[src/rtl/timer_arbiter_pkg.sv]
// rtl/timer_arbiter_pkg.sv - shared types and helpers for the interval-timer arbiter
package timer_arbiter_pkg;

    typedef enum logic [1:0] {
        IDLE  = 2'd0,
        COUNT = 2'd1,
        DONE  = 2'd2
    } state_t;

    // Pointer/index width; a single requester still needs one bit to hold index 0.
    function automatic int ptr_width(input int n);
        return (n < 2) ? 1 : $clog2(n);
    endfunction

endpackage

[src/rtl/timer_arbiter_rr_pick.sv]
// rtl/timer_arbiter_rr_pick.sv - combinational round-robin pick: first request at or after ptr
module rr_pick #(
    parameter int N  = 4,
    parameter int PW = 2
) (
    input  logic [N-1:0]  req,
    input  logic [PW-1:0] ptr,
    output logic          valid,
    output logic [PW-1:0] idx,
    output logic [N-1:0]  onehot
);

    localparam logic [PW:0] N_W = (PW+1)'(N);

    logic [2*N-1:0] dbl;
    logic [N-1:0]   rot;
    logic [PW-1:0]  off;
    logic [PW:0]    sum;

    // Rotate requests so that bit 0 is the pointer position, then take the lowest set bit.
    always_comb begin
        dbl   = {req, req} >> ptr;
        rot   = dbl[N-1:0];
        valid = 1'b0;
        off   = '0;
        for (int i = N - 1; i >= 0; i--) begin
            if (rot[i]) begin
                valid = 1'b1;
                off   = PW'(i);
            end
        end
        sum = {1'b0, ptr} + {1'b0, off};
        if (sum >= N_W) begin
            sum = sum - N_W;
        end
        idx    = sum[PW-1:0];
        onehot = valid ? ({{(N-1){1'b0}}, 1'b1} << idx) : '0;
    end

endmodule

[src/rtl/timer_arbiter.sv]
// rtl/timer_arbiter.sv - round-robin scheduler sharing one interval counter among N requesters
module timer_arbiter
    import timer_arbiter_pkg::*;
#(
    parameter int N = 4,
    parameter int W = 8
) (
    input  logic           clk,
    input  logic           rst,
    input  logic           en,
    input  logic [N-1:0]   req,
    input  logic [N*W-1:0] len,
    output logic [N-1:0]   grant,
    output logic [N-1:0]   done,
    output logic           busy,
    output logic [W-1:0]   count
);

    localparam int PW = ptr_width(N);

    state_t        state_q, state_d;
    logic [N-1:0]  grant_q, grant_d;
    logic [PW-1:0] owner_q, owner_d;
    logic [PW-1:0] ptr_q,   ptr_d;
    logic [W-1:0]  count_q, count_d;
    logic [W-1:0]  max_q,   max_d;

    logic          pick_valid;
    logic [PW-1:0] pick_idx;
    logic [N-1:0]  pick_onehot;
    logic [PW-1:0] ptr_after_owner;

    rr_pick #(
        .N  (N),
        .PW (PW)
    ) u_pick (
        .req    (req),
        .ptr    (ptr_q),
        .valid  (pick_valid),
        .idx    (pick_idx),
        .onehot (pick_onehot)
    );

    // Explicit wrap so non-power-of-two N never lands on an unused index.
    assign ptr_after_owner = (owner_q == PW'(N - 1)) ? '0 : owner_q + 1'b1;

    always_comb begin
        state_d = state_q;
        grant_d = grant_q;
        owner_d = owner_q;
        ptr_d   = ptr_q;
        count_d = count_q;
        max_d   = max_q;
        case (state_q)
            IDLE: begin
                if (pick_valid) begin
                    state_d = COUNT;
                    grant_d = pick_onehot;
                    owner_d = pick_idx;
                    count_d = '0;
                    max_d   = len[int'(pick_idx)*W +: W];
                end
            end
            COUNT: begin
                // Owner dropping its request outranks both the enable and expiry.
                if ((req & grant_q) == '0) begin
                    state_d = IDLE;
                    grant_d = '0;
                    count_d = '0;
                    ptr_d   = ptr_after_owner;
                end else if (en) begin
                    if (count_q == max_q) begin
                        state_d = DONE;
                    end else begin
                        count_d = count_q + 1'b1;
                    end
                end
            end
            DONE: begin
                state_d = IDLE;
                grant_d = '0;
                count_d = '0;
                ptr_d   = ptr_after_owner;
            end
            default: begin
                state_d = IDLE;
                grant_d = '0;
                count_d = '0;
            end
        endcase
    end

    always_ff @(posedge clk or negedge rst) begin
        if (!rst) begin
            state_q <= IDLE;
            grant_q <= '0;
            owner_q <= '0;
            ptr_q   <= '0;
            count_q <= '0;
            max_q   <= '0;
        end else begin
            state_q <= state_d;
            grant_q <= grant_d;
            owner_q <= owner_d;
            ptr_q   <= ptr_d;
            count_q <= count_d;
            max_q   <= max_d;
        end
    end

    assign grant = grant_q;
    assign done  = (state_q == DONE) ? grant_q : '0;
    assign busy  = (state_q != IDLE);
    assign count = count_q;

endmodule

[config.mk]
export PLATFORM = sky130hd
export DESIGN_NAME = timer_arbiter
export DESIGN_NICKNAME = d
export VERILOG_FILES = /design/src/rtl/timer_arbiter_pkg.sv /design/src/rtl/timer_arbiter_rr_pick.sv /design/src/rtl/timer_arbiter.sv
export SDC_FILE = /design/constraint.sdc
export NUM_CORES = 1
export LEC_CHECK = 0
export CORE_MARGIN = 2
export CORE_UTILIZATION = 30
export DETAILED_ROUTE_END_ITERATION = 10
export PLACE_DENSITY = 0.54
export REMOVE_ABC_BUFFERS = 1
export SLEW_MARGIN = 20
export SYNTH_ARGS = -nofsm -noshare
export SYNTH_HDL_FRONTEND = slang
export SYNTH_HIERARCHICAL = 1
export SYNTH_SLANG_ARGS = --single-unit
[constraint.sdc]
create_clock -name clk -period 3.9 [get_ports clk]
set_clock_uncertainty 0.1 [all_clocks]
set_input_delay 0.78 -clock clk [delete_from_list [all_inputs] [get_ports clk]]
set_output_delay 0.78 -clock clk [all_outputs]
set_load 0.01 [all_outputs]
# --- Word-level counts from Yosys, hierarchy flattened ---
# Cells that the tools add are included.
# Widths: inputs -> output; s select.
classes:
  addsub: 4
  mul: 0
  div_mod_pow: 0
  magnitude_cmp: 1
  n_eq_ne: 9
  shifts: 3
  n_mux: 26
  bitwise_logic: 1
  n_reduce_logical: 9
op_table:
  columns: ["cell", "n"]
  rows:
  - ["$mux 8", 4]
  - ["$shiftx 32x6->8", 1]
  - ["$mux 2", 11]
  - ["$pmux 8 s2", 1]
  - ["$mux 4", 3]
  - ["$ne 3x3->1 const B", 3]
  - ["$add 8x1->8 const B", 1]
  - ["$eq 8x8->1", 1]
  - ["$pmux 2 s2", 2]
  - ["$pmux 4 s2", 1]
  - ["$shr 8x2->4", 1]
  - ["$reduce_and 2->1", 3]
  - ["$reduce_and 3->1", 2]
  - ["$and 4x4->4", 1]
  - ["$eq 2x2->1 const B", 2]
  - ["$logic_not 4->1", 1]
  - ["$mux 1", 4]
  - ["$ne 2x2->1 const B", 2]
  - ["$reduce_bool 2->1", 2]
  - ["$shl 1x2->4 const A", 1]
  - ["$add 2x2->3", 1]
  - ["$ge 3x3->1 const B", 1]
  - ["$add 2x1->2 const B", 1]
  - ["$eq 2x1->1 const B", 1]
  - ["2 further kinds", 2]
totals:
  regBits: 26
  latchBits: 0
  ram_bits: 0
  rom_bits: 0
  input_bits: 39
  out_inout_bits: 17
  memories: 0

# --- Logic depth before layout (Yosys ltp) ---
# Gate-level depths: netlist of run 1.
logic_depth:
  word_depth: 11
  depth_mapped: 10
  ltp_nobuf: 9

# --- By module ---
# The synthesis of run 1 kept the hierarchy.
modules_own_cells:
  columns: ["module", "instances", "cells_per_inst", "area_each_um2", "seq_area_each_um2"]
  rows:
  - ["timer_arbiter", 1, 123, 1526.5, 650.6]
  - ["rr_pick", 1, 38, 270.3, 0.0]

# --- Worst setup path before layout of run 1 ---
# OpenSTA, ideal clock, no wires.
synth_timing:
  path_type: "input port to flip-flop"
  from: "input port req[2]"
  to: "register max_q[5]"
  setup_time_ps: 125
  arrival_ps: 2887
  required_time_ps: 3675
  path_slack_ps: 788
  stages: 8
  cell_sequence: "buf_2 > nor3_1 > a311oi_1 > o21ai_0 > ha_1 > clkbuf_1 > mux4_2 > mux2_2"
synth_via:
  elab_chain_cells: 9
  word_cells_on_any_way: 15
  cone_classes: "add/sub (2); order compare (1); shift (2); mux (9); reduce/logical (1)"
synth_rtl:
  columns: ["item", "line", "rtl"]
  rows:
  - ["start, declared", "timer_arbiter.sv:11", "input logic [N-1:0] req,"]
  - ["$shr 8x2->4 *", "timer_arbiter_rr_pick.sv:22", "dbl = {req, req} >> ptr;"]
  - ["$mux 2 (3 in a row)", "timer_arbiter_rr_pick.sv:27", "if (rot[i]) begin"]
  - ["$mux 2 *", "timer_arbiter_rr_pick.sv:27", null]
  - ["$add 2x2->3 *", "timer_arbiter_rr_pick.sv:32", "sum = {1'b0, ptr} + {1'b0, off};"]
  - ["$ge 3x3->1 or $sub 2x1->2 (tied branches)", "timer_arbiter_rr_pick.sv:33, timer_arbiter_rr_pick.sv:34", null]
  - ["$mux 2 *", "timer_arbiter_rr_pick.sv:33", "if (sum >= N_W) begin"]
  - ["via pick_idx[0]", "timer_arbiter.sv:29", "logic [PW-1:0] pick_idx;"]
  - ["$shiftx 32x6->8 *", "timer_arbiter.sv:61", "max_d = len[int'(pick_idx)*W +: W];"]
  - ["end signal, assigned", "timer_arbiter.sv:107", "max_q <= max_d;"]
  - ["end, declared", "timer_arbiter.sv:26", "logic [W-1:0] max_q, max_d;"]
# Mark *: on every way through the listed nets, which the timed path passes. The rest lies on a longest branch.
# A chain may end at the register's enable or synchronous reset.

# --- Worst setup path in the final report of run 1 ---
layout_timing:
  from: "input port req[2]"
  to: "register max_q[3]"
# The elaborated chain is that of the path after synthesis.

==> impl_metrics.json, run 1 <==
{
  "status": "completed",
  "drive_above_1_share_pct": 18.6,
  "dr.first_iter.drc_count": 83,
  "die_w_um": 81.4,
  "async_flop_share_pct": 100,
  "grt_overflow_total": 0,
  "cts_buffer_depth": 2,
  "crit_slowest_cell": "clkdlybuf4s50_1",
  "fin_ws_ns": 0.534,
  "power.total_mw": 1.63,
  "via_count": 1471,
  "synthTopCellsByCount": "26 x dfrtp_1, 11 x mux2_2, 10 x xnor2_1",
  "timing.hold.ws_ns": 0.395,
  "drt-total-wl_um": 4120,
  "num_io_pins": 56,
  "synth_seq_cells": 26,
  "cts_sinks": 26,
  "hp-class": "reg2reg",
  "ys_types": 48,
  "synth_most_common_cell": "dfrtp_1",
  "place_inst": 291,
  "clkTransAtPathRegs_ns": 0.09,
  "maxCapViolations": 0,
  "start_kind": "input port",
  "root_buffer": "clkbuf_8",
  "finalMaxSlewViolations": 0,
  "crit_fanout": 11,
  "drt-wirelength-per-cell_um": 14.0,
  "synth_area_um2": 1800,
  "finalNonFillerCells": 295,
  "core_um2": 5850,
  "grt_pass1_wl_um": 7060,
  "crit_family": "multiplexers",
  "core.rowCount": 28,
  "synthFlopType": "dfrtp_1",
  "synth_top_area_share_pct": 36.2,
  "cpPeakStageDelay_ns": 0.69,
  "grt_max_degree": 27,
  "p_leak_nw": 0.974,
  "synth_edf_count": 0,
  "synth.avg_cell_area_um2": 11.2,
  "ir_drop_mv": 0.230,
  "yosysWarnings": 6,
  "dp_worst_setup_slack_ns": 0.210,
  "finalSetupTns_ns": 0,
  "hpwl_um": 3240,
  "die_y_um": 81.4,
  "grt_use_total_pct": 13.8,
  "cp.arrival_ns": 3.43,
  "portBuffers": 55,
  "crit_buf_inv": 1,
  "finalHoldViolations": 0,
  "slew_headroom_pct": 47.4,
  "numCtsBuffers": 3,
  "cp.required_ns": 3.97,
  "dr.pass1.iters": 4,
  "die_area_um2": 6620,
  "utilization_pct": 42.8,
  "ys_top_cells_by_area": "dfrtp_1 36%, mux4_2 10%, mux2_2 6.9%, xnor2_1 4.9%, mux2i_1 3.3%",
  "post_cts_buffers": 0,
  "hold_buffers": 0,
  "start_util_pct": 30.7,
  "postSynthCellCount": 161,
  "cts_tree": "done",
  "min_period_over_period_pct": 86.3,
  "critical_path_class": "in2reg",
  "fill_cells": 569,
  "clk-insertion-delay-late_ns": 0.27,
  "tightest_slew_ns": 0.781,
  "grt_setup_unrepaired": "no",
  "design_area_um2": 2500,
  "diodes": 0,
  "syn_to_final_growth_pct": 39.2,
  "first_global_vias": 1484,
  "fmax_mhz": 297,
  "drc_errors": 0,
  "end_kind": "register",
  "cts_resized": 0,
  "final_nets": 263,
  "p_per_area_nw_per_um2": 654,
  "placed_cell_area_um2": 2450,
  "cts-htree-levels": 1,
  "synth_top_cell_by_area": "dfrtp_1",
  "grt_antenna_before_repair": 0,
  "gp_congestion": 0.767,
  "ys_seq_area_share_pct": 36.2,
  "drt-vias-per-instance": 4.99,
  "setup_viol": 0,
  "drt.antenna.violating_nets": 0,
  "period_needed_ns": 3.37,
  "path_cells": "clkdlybuf4s50_1 -> nor3_1 -> a311oi_1 -> o21ai_0 -> ha_1 -> mux4_2 -> mux2_2"
}
sequential cells by signal, summed over array words and instances, names as in the netlist:
register / cells
count: 8
max_q: 8
grant: 4
owner_q: 2
ptr_q: 2
state_q: 2
cell type report:
class                      count  area, um^2  area share [%]
multi-input combinational    121        1080            43.0
inverter                       8        30.0            1.20
timing repair buffer          61         596            23.8
clock buffer                   4        55.1            2.20
tap                           75        93.8            3.75
sequential                    26         651            26.0
layer usage:
layer  GRT usage (%)  wire (um)  vias to the layer above
li1                -          -                      728
met1            18.6       1970                      688
met2            22.0       1870                       49
met3            2.22        221                        6
met4            5.42         67                        0
met5               0          0                        -
placed cells by master, fill, tap and decap left out, types with 4 or more instances in the layout:
master | Yosys | layout
clkdlybuf4s50_1 | 0 | 55
dfrtp_1 | 26 | 26
mux2_2 | 11 | 11
xnor2_1 | 10 | 10
nand2_1 | 9 | 9
mux4_2 | 8 | 8
inv_1 | 8 | 8
nor2_1 | 8 | 8
mux2i_1 | 6 | 6
buf_4 | 0 | 6
and2_1 | 4 | 4
o21ai_0 | 4 | 4
nand3_1 | 4 | 4
clkbuf_8 | 0 | 4
cells by family (layout without fill, tap and decap cells):
group | after synthesis | in the layout | synth area share (%)
buffers and inverters | 14 | 73 | 3.90
adders and majority gates | 3 | 3 | 2.09
xor gates and xnor gates | 11 | 11 | 5.36
DFF | 26 | 26 | 36.2
muxes | 25 | 25 | 20.3
AOI/OAI and AO/OA | 34 | 34 | 17.5
and+or+nand+nor | 48 | 48 | 14.7
worst reg2reg max path: stages (launching register included):
cell	delay (ns)
dfrtp_1	0.49
nor2b_1	0.20
a221oi_1	0.24
o21ai_0	0.12
ha_1	0.64
mux4_2	0.59
mux2_2	0.27
report_power, final:
part	total, mW	switching (mW)	internal (mW)
combinational	0.991	0.417	0.574
sequential	0.466	0.102	0.364
clock	0.178	0.0871	0.0904
total	1.63	0.606	1.03
worst paths after layout:
check | startpoint | end | slack [ns] | cells after the start
worst max-delay path | req[2] | max_q[3]$_DFFE_PN0P_ | 0.53 | 7
max in group asynchronous | rst | owner_q[1]$_DFFE_PN0P_ | 2.69 | 2
min in group asynchronous | rst | count[5]$_DFFE_PN0P_ | 0.76 | 2
worst min-delay path | owner_q[0]$_DFFE_PN0P_ | ptr_q[0]$_DFFE_PN0P_ | 0.39 | 1
worst max register to register | ptr_q[0]$_DFFE_PN0P_ | max_q[3]$_DFFE_PN0P_ | 1.15 | 6
worst min register to register | owner_q[0]$_DFFE_PN0P_ | ptr_q[0]$_DFFE_PN0P_ | 0.39 | 1
Note: power is estimated with default switching activity, not from simulation.
==> run 2, diff against run 1 <==
--- a/config.mk
+++ b/config.mk
@@ -6,9 +6,9 @@
 export NUM_CORES = 1
 export LEC_CHECK = 0
 export CORE_MARGIN = 2
-export CORE_UTILIZATION = 30
+export CORE_UTILIZATION = 47
 export DETAILED_ROUTE_END_ITERATION = 10
-export PLACE_DENSITY = 0.54
+export PLACE_DENSITY = 0.79
 export REMOVE_ABC_BUFFERS = 1
 export SLEW_MARGIN = 20
 export SYNTH_ARGS = -nofsm -noshare
==> run 2 against run 1 <==
  * Die area shrank 35%
  * Sequential share of layout area up 0.29 points
  * Highest routed layer unchanged
  * Largest cell class unchanged
  * Clock power rose by 26%
  * Clock-buffer cell count is 1 lower
  * Routed wire length is 2.0% higher
  * Critical path depth up 3
  * Final cell count fell by 9.5%
==> impl_metrics.json, run 2 (synthesis gave the netlist of run 1 again) <==
{
  "status": "completed",
  "hold_buffers": 0,
  "timing.hold.ws_ns": 0.389,
  "via_count": 1547,
  "drt-vias-per-instance": 5.79,
  "tightest_slew_ns": 0.849,
  "num_io_pins": 56,
  "cts-htree-levels": 1,
  "critical_path_class": "in2reg",
  "dr.first_iter.drc_count": 126,
  "fill_cells": 293,
  "power_frac_comb_pct": 58.5,
  "start_kind": "input port",
  "die_area_um2": 4330,
  "core.rowCount": 22,
  "gp_congestion": 0.865,
  "period_needed_ns": 3.70,
  "cts_sinks": 26,
  "drc_errors": 0,
  "ir_drop_mv": 0.427,
  "end_kind": "register",
  "syn_to_final_growth_pct": 37.7,
  "numCtsBuffers": 3,
  "p_int_mw": 1.06,
  "fmax_mhz": 271,
  "first_global_vias": 1524,
  "clkTransAtPathRegs_ns": 0.09,
  "p_sw_uw": 613,
  "die_y_um": 65.8,
  "cp.arrival_ns": 3.76,
  "setup_viol": 0,
  "clk-insertion-delay-late_ns": 0.27,
  "p_per_area_nw_per_um2": 676,
  "diodes": 0,
  "slew_headroom_pct": 43.0,
  "drt-total-wl_um": 4210,
  "grt_use_total_pct": 20.8,
  "p_leak_nw": 0.976,
  "finalHoldViolations": 0,
  "portBuffers": 55,
  "start_util_pct": 49.1,
  "path_cells": "clkdlybuf4s50_1 -> buf_4 -> nor4_1 -> a21oi_1 -> o21ai_0 -> ha_1 -> xnor2_1 -> xnor2_1 -> mux4_2 -> mux2_2",
  "crit_fanout": 9,
  "root_buffer": "clkbuf_8",
  "path_common_cell": "xnor2_1",
  "cp.required_ns": 3.96,
  "final_common_cell": "clkdlybuf4s50_1",
  "grt_setup_unrepaired": "no",
  "maxCapViolations": 0,
  "p_clk_share_pct": 13.4,
  "p_seq_share_pct": 28.0,
  "core_um2": 3660,
  "hpwl_um": 3350,
  "drive_above_1_share_pct": 19.2,
  "worstSetupStartpoint": "req[0]",
  "rr_startpoint": "ptr_q[0]$_DFFE_PN0P_",
  "final_nets": 262,
  "post_cts_buffers": 0,
  "final_cell_mix": "54 x clkdlybuf4s50_1, 26 x dfrtp_1, 11 x mux2_2",
  "grt_overflow_total": 0,
  "grt_antenna_before_repair": 0,
  "drt-wirelength-per-cell_um": 15.7,
  "cpPeakStageDelay_ns": 0.70,
  "min_period_over_period_pct": 94.8,
  "grt_max_degree": 27,
  "hp-class": "in2async",
  "utilization_pct": 67.6,
  "die_w_um": 65.8,
  "cts_tree": "done",
  "drt.antenna.violating_nets": 0,
  "regArea_um2": 651,
  "p_sw_share_pct": 36.7,
  "cts_buffer_depth": 2,
  "crit_buf_inv": 2,
  "crit_slowest_cell": "xnor2_1",
  "cts_resized": 0,
  "crit_family": "XOR/XNOR gates",
  "dr.pass1.iters": 4,
  "finalMaxSlewViolations": 0,
  "multi_input_area_um2": 1080,
  "grt_pass1_wl_um": 6980
}
## run 2: cell types whose count changed in the layout (fill, tap and decap cells not counted), sizes merged
cell           before  now
bufinv              0    1
clkbuf              4    3
clkdlybuf4s50      55   54
## run 2: metal layers
metal	wire length [um]	track usage, %	part of all wire [%]
met1	1700	25.9	40
met5	0	0	0
met2	2200	38.1	52
met4	64	5.99	1.5
met3	243	1.87	5.8
## run 2: power by group through the flow
stage	logic, mW	registers, mW	clock network, mW
floorplan	0.746	0.455	0
CTS	0.985	0.470	0.230
detailed placement	0.983	0.475	0
global placement	0.936	0.469	0
finish	0.979	0.468	0.225
global route	1.06	0.484	0.240
## run 2: metrics by stage
stage / worst slack, ns / TNS (ns) / std cells / power, mW / area (um^2)
4_1_cts: 0.230 / 0 / 267 / 1.68 / 2470
3_5_place_dp: -0.0714 / -0.415 / 263 / 1.46 / 2400
6_report: 0.204 / 0 / 267 / 1.67 / 2470
5_1_grt: 0.0890 / 0 / 267 / 1.79 / 2470
3_3_place_gp: 0.136 / 0 / 263 / 1.41 / 2400
2_1_floorplan: 0.924 / 0 / 155 / 1.20 / 1760
## run 2: cell type report
class                      count  share of cell area [%]
clock buffer                   3                    1.67
clock inverter                 1                    1.21
inverter                       8                    1.21
multi-input combinational    121                    43.6
sequential                    26                    26.3
tap                           48                    2.43
timing repair buffer          60                    23.6
## run 2: worst paths after layout
kind,depth (start not counted),slack [ns],end
worst min register to register,1,0.42,ptr_q[0]$_DFFE_PN0P_
worst max register to register,8,0.82,max_q[3]$_DFFE_PN0P_
min in group clk,1,0.42,ptr_q[0]$_DFFE_PN0P_
worst min-delay path,1,0.39,count[7]$_DFFE_PN0P_
max in group asynchronous,1,2.93,owner_q[0]$_DFFE_PN0P_
worst max-delay path,10,0.20,max_q[3]$_DFFE_PN0P_
==> run 3, diff against run 2 <==
--- a/config.mk
+++ b/config.mk
@@ -7,6 +7,7 @@
 export LEC_CHECK = 0
 export CORE_MARGIN = 2
 export CORE_UTILIZATION = 47
+export CTS_CLUSTER_SIZE = 24
 export DETAILED_ROUTE_END_ITERATION = 10
 export PLACE_DENSITY = 0.79
 export REMOVE_ABC_BUFFERS = 1
==> results of run 3 <==
The final DEF is identical to that of run 2; final timing and power are the same.
